`src/rtl/rotary_pkg.sv`:
```
// ---------------------------------------------------------------------------
// rotary_pkg
// Shared definitions for the rotary steering front end and the drive-pattern
// stage downstream of it:
//   - 3-bit steering codes (CASE values)
//   - position zone thresholds (upper bound of each zone, inclusive)
//   - decoder FSM state type
//   - case_of(): maps an 8-bit position to its steering code
// ---------------------------------------------------------------------------
package rotary_pkg;

    // Steering codes. The MSB set means clockwise of centre.
    localparam logic [2:0] CASE_CENTER = 3'b000;
    localparam logic [2:0] CASE_CW1    = 3'b101;
    localparam logic [2:0] CASE_CW2    = 3'b110;
    localparam logic [2:0] CASE_CW3    = 3'b111;
    localparam logic [2:0] CASE_CCW1   = 3'b001;
    localparam logic [2:0] CASE_CCW2   = 3'b010;
    localparam logic [2:0] CASE_CCW3   = 3'b011;

    // Inclusive upper bound of each position zone, in ascending order.
    localparam logic [7:0] ZONE_CENTER_HI = 8'd2;
    localparam logic [7:0] ZONE_CW1_HI    = 8'd6;
    localparam logic [7:0] ZONE_CW2_HI    = 8'd10;
    localparam logic [7:0] ZONE_CW3_HI    = 8'd126;
    localparam logic [7:0] ZONE_CCW3_HI   = 8'd245;
    localparam logic [7:0] ZONE_CCW2_HI   = 8'd249;
    localparam logic [7:0] ZONE_CCW1_HI   = 8'd253;

    typedef enum logic {
        ST_INIT,
        ST_RUN
    } state_t;

    // Positions above ZONE_CCW1_HI (254, 255) sit just CCW of zero and are
    // treated as centre, so the centre zone straddles the wrap point.
    function automatic logic [2:0] case_of(input logic [7:0] value);
        if      (value <= ZONE_CENTER_HI) case_of = CASE_CENTER;
        else if (value <= ZONE_CW1_HI)    case_of = CASE_CW1;
        else if (value <= ZONE_CW2_HI)    case_of = CASE_CW2;
        else if (value <= ZONE_CW3_HI)    case_of = CASE_CW3;
        else if (value <= ZONE_CCW3_HI)   case_of = CASE_CCW3;
        else if (value <= ZONE_CCW2_HI)   case_of = CASE_CCW2;
        else if (value <= ZONE_CCW1_HI)   case_of = CASE_CCW1;
        else                              case_of = CASE_CENTER;
    endfunction

endpackage

```
`src/rtl/rotary_debounce.sv`:
```
// ---------------------------------------------------------------------------
// rotary_debounce
// Two-flop synchroniser followed by a stable-count filter for one encoder
// phase. The filtered value only follows the synchronised input after it
// has disagreed with the filtered value for DEB_CYCLES consecutive cycles.
//
// Ports:
//   clk       system clock
//   rst       synchronous active-high reset
//   raw       asynchronous encoder phase
//   load      force filtered <= synced immediately (used during start-up)
//   synced    synchroniser output
//   filtered  debounced phase
// ---------------------------------------------------------------------------
module rotary_debounce #(
    parameter int DEB_CYCLES = 30000
) (
    input  logic clk,
    input  logic rst,
    input  logic raw,
    input  logic load,
    output logic synced,
    output logic filtered
);

    localparam int CNT_W = $clog2(DEB_CYCLES + 1);

    logic             meta;
    logic [CNT_W-1:0] cnt;

    // NOTE: sequential state uses non-blocking assignments so every flop
    // samples the pre-edge value of its neighbours (the synchroniser chain
    // depends on this).
    always_ff @(posedge clk) begin
        if (rst) begin
            meta     <= 1'b0;
            synced   <= 1'b0;
            filtered <= 1'b0;
            cnt      <= '0;
        end else begin
            meta   <= raw;
            synced <= meta;
            if (load) begin
                filtered <= synced;
                cnt      <= '0;
            end else if (synced == filtered) begin
                // Any return to the filtered value restarts the count, so
                // glitches shorter than DEB_CYCLES leave no trace.
                cnt <= '0;
            end else if (cnt == CNT_W'(DEB_CYCLES - 1)) begin
                // This is the DEB_CYCLES-th consecutive differing cycle.
                filtered <= synced;
                cnt      <= '0;
            end else begin
                cnt <= cnt + 1'b1;
            end
        end
    end

endmodule

```
`src/rtl/rotary_decoder.sv`:
```
// ---------------------------------------------------------------------------
// rotary_decoder
// Debounces the quadrature phases of the steering encoder, decodes detents
// into a wrap-around 8-bit position and registers the matching steering code.
//
// Ports:
//   clk        system clock
//   rst        synchronous active-high reset
//   rota/rotb  raw encoder phases (asynchronous)
//   center     zero the position on the next edge (wins over a step)
//   pos        current position, modulo 256
//   case_code  steering code of pos
//   step       one-cycle pulse when pos moves by a detent
//   dir        direction of the last step, 1 = CW (+1), 0 = CCW (-1)
//   err        one-cycle pulse when both filtered phases change together
// ---------------------------------------------------------------------------
module rotary_decoder
    import rotary_pkg::*;
#(
    parameter int DEB_CYCLES = 30000
) (
    input  logic       clk,
    input  logic       rst,
    input  logic       rota,
    input  logic       rotb,
    input  logic       center,
    output logic [7:0] pos,
    output logic [2:0] case_code,
    output logic       step,
    output logic       dir,
    output logic       err
);

    state_t     state;
    logic [1:0] init_cnt;
    logic       load;
    logic       a_s, b_s, a_f, b_f;
    logic [1:0] prev_ab;
    logic [1:0] changed;
    logic       step_req;
    logic       err_req;
    logic       cw_req;
    logic [7:0] pos_next;

    // Two settle cycles in INIT, then a direct load on the third.
    assign load = (state == ST_INIT) && (init_cnt == 2'd2);

    rotary_debounce #(.DEB_CYCLES(DEB_CYCLES)) u_deb_a (
        .clk      (clk),
        .rst      (rst),
        .raw      (rota),
        .load     (load),
        .synced   (a_s),
        .filtered (a_f)
    );

    rotary_debounce #(.DEB_CYCLES(DEB_CYCLES)) u_deb_b (
        .clk      (clk),
        .rst      (rst),
        .raw      (rotb),
        .load     (load),
        .synced   (b_s),
        .filtered (b_f)
    );

    // NOTE: every signal written here gets a default first, so no path can
    // leave it unassigned and infer a latch.
    always_comb begin
        changed  = {a_f, b_f} ^ prev_ab;
        step_req = 1'b0;
        err_req  = 1'b0;
        cw_req   = ~b_f;
        if (state == ST_RUN) begin
            // Only an A rising edge with B steady counts as a detent.
            step_req = (changed == 2'b10) && a_f;
            err_req  = (changed == 2'b11);
        end
        if (center)
            pos_next = 8'd0;
        else if (step_req)
            pos_next = cw_req ? pos + 8'd1 : pos - 8'd1;
        else
            pos_next = pos;
    end

    always_ff @(posedge clk) begin
        if (rst) begin
            state     <= ST_INIT;
            init_cnt  <= 2'd0;
            prev_ab   <= 2'b00;
            pos       <= 8'd0;
            case_code <= CASE_CENTER;
            step      <= 1'b0;
            dir       <= 1'b0;
            err       <= 1'b0;
        end else begin
            case (state)
                ST_INIT: begin
                    // Track the synchroniser so that prev_ab equals the
                    // freshly loaded filtered value: no phantom step.
                    prev_ab <= {a_s, b_s};
                    if (load)
                        state <= ST_RUN;
                    else
                        init_cnt <= init_cnt + 2'd1;
                end
                ST_RUN: begin
                    prev_ab <= {a_f, b_f};
                end
            endcase

            pos       <= pos_next;
            case_code <= case_of(pos_next);
            step      <= step_req & ~center;
            if (step_req && !center)
                dir <= cw_req;
            err       <= err_req;
        end
    end

endmodule

```
`config.mk`:
```
export PLATFORM = sky130hd
export DESIGN_NAME = rotary_decoder
export DESIGN_NICKNAME = d
export VERILOG_FILES = /design/src/rtl/rotary_pkg.sv /design/src/rtl/rotary_debounce.sv /design/src/rtl/rotary_decoder.sv
export SDC_FILE = /design/constraint.sdc
export NUM_CORES = 1
export LEC_CHECK = 0
export ABC_AREA = 1
export BUFFER_PORTS_ARGS = -buffer_cell sky130_fd_sc_hd__buf_2
export CORE_ASPECT_RATIO = 1.4
export CORE_UTILIZATION = 30
export DETAILED_ROUTE_END_ITERATION = 8
export SYNTH_ARGS = -nofsm -noshare
export SYNTH_HDL_FRONTEND = slang
export SYNTH_SLANG_ARGS = --single-unit
export TNS_END_PERCENT = 10
```
`constraint.sdc`:
```
create_clock -name clk -period 2.9 [get_ports clk]
set_input_delay 0.145 -clock clk [delete_from_list [all_inputs] [get_ports clk]]
set_output_delay 0.145 -clock clk [all_outputs]
set_load 0.005 [all_outputs]
```
# Word-level counts from Yosys, hierarchy flattened
# Index checks and enable logic that the tools add are counted.
# Widths: inputs -> output; s select.
[totals]
reg_bits = 55
in_bits = 5
out_inout_bits = 14
elab_cells = 77
[classes]
add_sub_neg = 5
order_cmp = 7
eq_ne = 9
n_mux = 19
n_bitwise = 6
n_reduce_logical = 14
[op_table]
columns = ["operator", "count"]
rows = [
  ["$add 15x1->15 const B", 2],
  ["$eq 15x15->1 const B", 2],
  ["$le 8x8->1 const B", 3],
  ["$mux 8", 3],
  ["$mux 1", 10],
  ["$mux 3", 3],
  ["$add 8x1->8 const B", 1],
  ["$le 8x2->1 const B", 1],
  ["$le 8x3->1 const B", 1],
  ["$le 8x4->1 const B", 1],
  ["$le 8x7->1 const B", 1],
  ["$reduce_or 4->1", 2],
  ["$sub 8x1->8 const B", 1],
  ["$eq 2x2->1 const B", 3],
  ["$reduce_and 2->1", 3],
  ["$mux 2", 2],
  ["$ne 2x2->1 const B", 2],
  ["$not 1->1", 4],
  ["$pmux 2 s2", 1],
  ["$reduce_bool 2->1", 2],
  ["$reduce_or 2->1", 2],
  ["$logic_and 1x1->1", 3],
  ["$reduce_or 3->1", 1],
  ["$add 2x1->2 const B", 1],
  ["other kinds (4)", 5],
]

# Depth between registers and ports, before layout
[depth]
depth_word = 13
ltp_mapped = 16
mapped_depth_nobuf = 15

# Modules after synthesis
# A second synthesis with hierarchy kept.
[hier_totals]
hier_cells = 444
hier_area_um2 = 3072.9
[by_module_without_submodules]
columns = ["module", "n_inst", "cells_per_inst", "area_each_um2", "seq_area_each_um2"]
rows = [
  ["rotary_debounce", 2, 123, 907.1, 360.3],
  ["rotary_decoder", 1, 198, 1258.7, 380.4],
]

# Worst setup path before layout
# No wires, ideal clock.
[synth_path]
path_kind = "register -> register"
start = "register u_deb_b.filtered"
end = "register case_code[1]"
setup_ps = 113
arrival_ps = 2033
required_time_ps = 2787
slack_ps = 753
path_stages_with_launch = 15
n_path_buf = 1
synth_period_minus_slack_ps = 2147
path_cell_list = "dfxtp_1 > buf_6 > inv_1 > fa_1 > inv_1 > nand2_1 > nand2_1 > nand2_1 > or2_2 > nand3_1 > nand2_4 > nor2_2 > nand2_1 > o21ai_1 > nor2_1"
[synth_via]
elab_chain_len = 11
elab_cells_between_ends = 18
classes_between = "6 x order compare; 1 x eq/ne; 8 x mux; 1 x bitwise; 2 x reduce/logical"
[synth_lines]
columns = ["item", "line", "text"]
rows = [
  ["from (decl)", "rotary_debounce.sv:23", "output logic filtered"],
  ["from (signal assigned)", "rotary_debounce.sv:44", "filtered <= synced;"],
  ["from (signal assigned)", "rotary_debounce.sv:52", "filtered <= synced;"],
  ["$xor 2x2->2", "rotary_decoder.sv:69", "changed = {a_f, b_f} ^ prev_ab;"],
  ["$eq 2x2->1", "rotary_decoder.sv:75", "step_req = (changed == 2'b10) && a_f;"],
  ["$logic_and 1x1->1", "rotary_decoder.sv:75", ""],
  ["$mux 1", "rotary_decoder.sv:73", "if (state == ST_RUN) begin"],
  ["$mux 8 *", "rotary_decoder.sv:80", "else if (step_req)"],
  ["$mux 8 *", "rotary_decoder.sv:78", "if (center)"],
  ["$le 8x8->1", "rotary_pkg.sv:43", "else if (value <= ZONE_CCW2_HI) case_of = CASE_CCW2;"],
  ["$mux 2", "rotary_pkg.sv:43", ""],
  ["$mux 2", "rotary_pkg.sv:42", "else if (value <= ZONE_CCW3_HI) case_of = CASE_CCW3;"],
  ["$mux 3", "rotary_pkg.sv:41", "else if (value <= ZONE_CW3_HI) case_of = CASE_CW3;"],
  ["$mux 3", "rotary_pkg.sv:40", "else if (value <= ZONE_CW2_HI) case_of = CASE_CW2;"],
  ["to (signal assigned)", "rotary_decoder.sv:113", "case_code <= case_of(pos_next);"],
  ["to (decl)", "rotary_decoder.sv:28", "output logic [2:0] case_code,"],
]
# Every way passes the cells marked *; elsewhere a longest branch is shown, timed or not.
# A chain may end at the register's enable or synchronous reset.

# Final worst setup path
[layout_path]
start = "register pos[0]"
end = "register case_code[1]"
[layout_via]
elab_chain_len = 9
elab_cells_between_ends = 16
classes_between = "2 x add/sub; 6 x order compare; 7 x mux; 1 x reduce/logical"
[layout_lines]
columns = ["item", "line", "text"]
rows = [
  ["from (decl)", "rotary_decoder.sv:27", "output logic [7:0] pos,"],
  ["from (signal assigned)", "rotary_decoder.sv:112", "pos <= pos_next;"],
  ["$add 8x1->8 / $sub 8x1->8 (equally long branches)", "rotary_decoder.sv:81", "pos_next = cw_req ? pos + 8'd1 : pos - 8'd1;"],
  ["$mux 8", "rotary_decoder.sv:81", ""],
  ["$mux 8 *", "rotary_decoder.sv:80", ""],
  ["$mux 8 *", "rotary_decoder.sv:78", ""],
  ["$le 8x8->1", "rotary_pkg.sv:43", ""],
  ["$mux 2", "rotary_pkg.sv:43", ""],
  ["$mux 2", "rotary_pkg.sv:42", ""],
  ["$mux 3", "rotary_pkg.sv:41", ""],
  ["$mux 3", "rotary_pkg.sv:40", ""],
]
# Marks and branches as above.

==> results.ini <==
[synth]
ys_seq_elements=55
synth_top_family_by_area=simple AND/OR/NAND/NOR gates
synthCells=378
synth_xor_area_share_pct=3.185
synth-warning-count=0
synth-simple-area-share_pct=35.08
synth_ff_type=dfxtp_1
synth_cell_types=38
syn_nets=393
synth_adder_area_share_pct=4.755
synth_edf_count=0
netlist_area_sq_um=2789
synthMuxAreaShare_pct=0
ys_async_sr_fraction_pct=0
ys_seq_area_share_pct=39.48
synth.avg_cell_area_sq_um=7.378
synth-compound-area-share_pct=9.511

[floorplan]
core_sq_um=9029
placementRows=41
start_util_pct=30.89
die-area_sq_um=9692
die_x_um=83.49
ios=19
die_y_um=116.1

[critical_path]
critPathLaunchType=flop
required_ns=3.10
path_class=flop to flop
path_max_fanout=4
end_kind=flop
reg2reg_slack_ns=0.73
worst_ep_arrival_time_ns=2.37
regToRegStartpoint=pos[0]
timing.rr.end=case_code[1]
worstRegToRegCells=13

[layout]
final_cell_mix=67 x nand2_1, 56 x nor2_1, 55 x dfxtp_1
area_growth_syn_to_layout_pct=13.59
layout_commonest_cell=nand2_1
fillCellCount=977
layout.nets=415
drive_above_1_share_pct=16.21
final_area_sq_um=3168
n_antenna_cell=0
post-route-util_pct=35.09

[grt]
gr-total-overflow=0
antenna_found_initial=0
grt_pass1_vias=2209
grt_max_degree=20
grt_pass1_wl_mm=9.218
grt_usage_pct=11.57

[place]
gp_congestion=0.7833
io_buffers=18
dp_hpwl_mm=4.010
placed_cell_area_sq_um=2994

[timing]
hold_slack_ns=0.04766
rsz0062_at_grt=false
skew_ns=0.006980
tightest_slew_ns=0.4128
setup_tns_ns=0
slew_headroom_pct=71.77
finalSetupViolCount=0
finalCritPeriodShare_pct=74.98
finalHoldViolCount=0
final_max_slew_viol_count=0
layout_min_cycle_time_ns=2.174
fmaxAchievable_mhz=459.9

[route]
drt-total-wl_mm=5.221
drt_iter0_markers=100
vias_per_cell=4.600
drt_first_pass_iters=4
detail_route.wl_per_cell_um=10.28
drtAntennaViolNets=0
drc=0
vias=2337

[clocking]
cts_made_buffers=5
cts_sinks=55
clk_latency_ns=0.29
clk_pin_slew_worst_paths_ns=0.07
ctsResizeCount=0
clockBufferDepth=2
htree_num_levels=2
cts_tree=built
cts_root_buf=clkbuf_16
cts_hold_buf=0
cts_setup_buffers=0

[job]
drv_cap=0

[power_and_ir_drop]
leakage_nw=1.329
ir_drop_mv=0.2771
p_per_area_nw_per_um2=589.8
total_power_mw=1.868

[min_path]
min_from=rotb
hold_depth=3
hold_path_class=input port to flop
holdPathEnd=u_deb_b.meta

[run_status]
outcome=completed

==> stage by stage <==
stage / std cells / worst slack (ns)
2_1_floorplan: 378 / 0.7533
3_3_place_gp: 500 / 0.7408
3_5_place_dp: 500 / 0.7153
4_1_cts: 508 / 0.7075
5_1_grt: 508 / 0.5172
6_report: 508 / 0.7256
==> kinds of logic (layout without fill, tap and decap cells) <==
| family | count (synthesis) | after routing |
|---|---|---|
| buffers and inverters | 55 | 78 |
| adders and majority gates | 10 | 10 |
| and+or+nand+nor | 203 | 203 |
| DFF | 55 | 55 |
| xor gates and xnor gates | 8 | 8 |
| AOI/OAI and AO/OA | 47 | 47 |
==> worst max-delay path, cell delays in order (launching register included) <==
cell	delay [ns]
dfxtp_1	0.39
inv_1	0.10
fa_1	0.47
inv_1	0.07
nand2_1	0.05
nand2_1	0.08
nand2_1	0.06
or2_2	0.27
nand3_1	0.12
nand2_4	0.08
nor2_2	0.15
nand2_1	0.07
o21ai_1	0.13
nor2_1	0.05
==> where the power goes <==
| group | internal [mW] | switching (mW) | leakage (nW) |
|---|---|---|---|
| registers | 0.799 | 0.0388 | 0.445 |
| logic | 0.128 | 0.205 | 0.797 |
| clock network | 0.430 | 0.268 | 0.0868 |
| total | 1.36 | 0.512 | 1.33 |
==> worst max-delay path by stage <==
| stage | depth (start not counted) | end | from |
|---|---|---|---|
| 6_report | 13 | case_code[1] | pos[0] |
| 4_1_cts | 13 | case_code[1] | pos[0] |
| 3_5_place_dp | 13 | case_code[1] | pos[0] |
| 5_1_grt | 13 | case_code[1] | u_deb_b.filtered |
| 3_3_place_gp | 13 | case_code[1] | pos[0] |
| 2_1_floorplan | 14 | case_code[1] | u_deb_b.filtered |
==> state kept, by name, summed over array words and instances, names as in the netlist <==
register,count
u_deb_b.meta,1
case_code,3
pos,8
u_deb_a.synced,1
u_deb_b.synced,1
prev_ab,2
dir,1
u_deb_a.cnt,15
init_cnt,2
u_deb_a.filtered,1
u_deb_a.meta,1
step,1
u_deb_b.cnt,15
u_deb_b.filtered,1
state,1
err,1
==> Yosys cell counts, types with 2 or more instances <==
cell | number | share of area (%)
nand2_2 | 10 | 2.2
o21a_1 | 5 | 1.3
ha_1 | 9 | 4.0
nor2_2 | 8 | 1.8
nand2_4 | 3 | 1.2
nand4_1 | 5 | 1.1
inv_1 | 49 | 6.6
nor2_1 | 56 | 7.5
or2_1 | 2 | 0.45
or2_2 | 2 | 0.45
dfxtp_1 | 55 | 39
nor4_1 | 2 | 0.45
a21oi_1 | 23 | 4.1
nand3_1 | 28 | 5.0
nor3b_1 | 3 | 0.81
nand2_1 | 67 | 9.0
a31oi_1 | 2 | 0.45
o21ai_2 | 2 | 0.63
nor2_4 | 2 | 0.81
nand3_2 | 5 | 1.8
nor3_1 | 6 | 1.1
o21ai_0 | 12 | 2.2
xor2_1 | 7 | 2.2
==> area by class of cell <==
cell class	count	area [sq um]	area share, %
inverters	51	196.4	6.201
multi-input cells	268	1465	46.25
flip-flops and latches	55	1101	34.76
clock inverters	2	35.03	1.106
clock buffers	6	138.9	4.384
well taps	107	133.9	4.226
repair buffers	19	97.59	3.081
==> per-layer routing <==
| layer | vias up | global-route usage [%] | part of all wire (%) |
|---|---|---|---|
| met4 | 0 | 5.085 | 1.8 |
| met1 | 1046 | 13.30 | 47 |
| met5 | - | 0 | 0 |
| met3 | 7 | 1.994 | 2.4 |
| met2 | 30 | 21.15 | 49 |
| li1 | 1254 | - | - |
(Power assumes the default switching activity.)
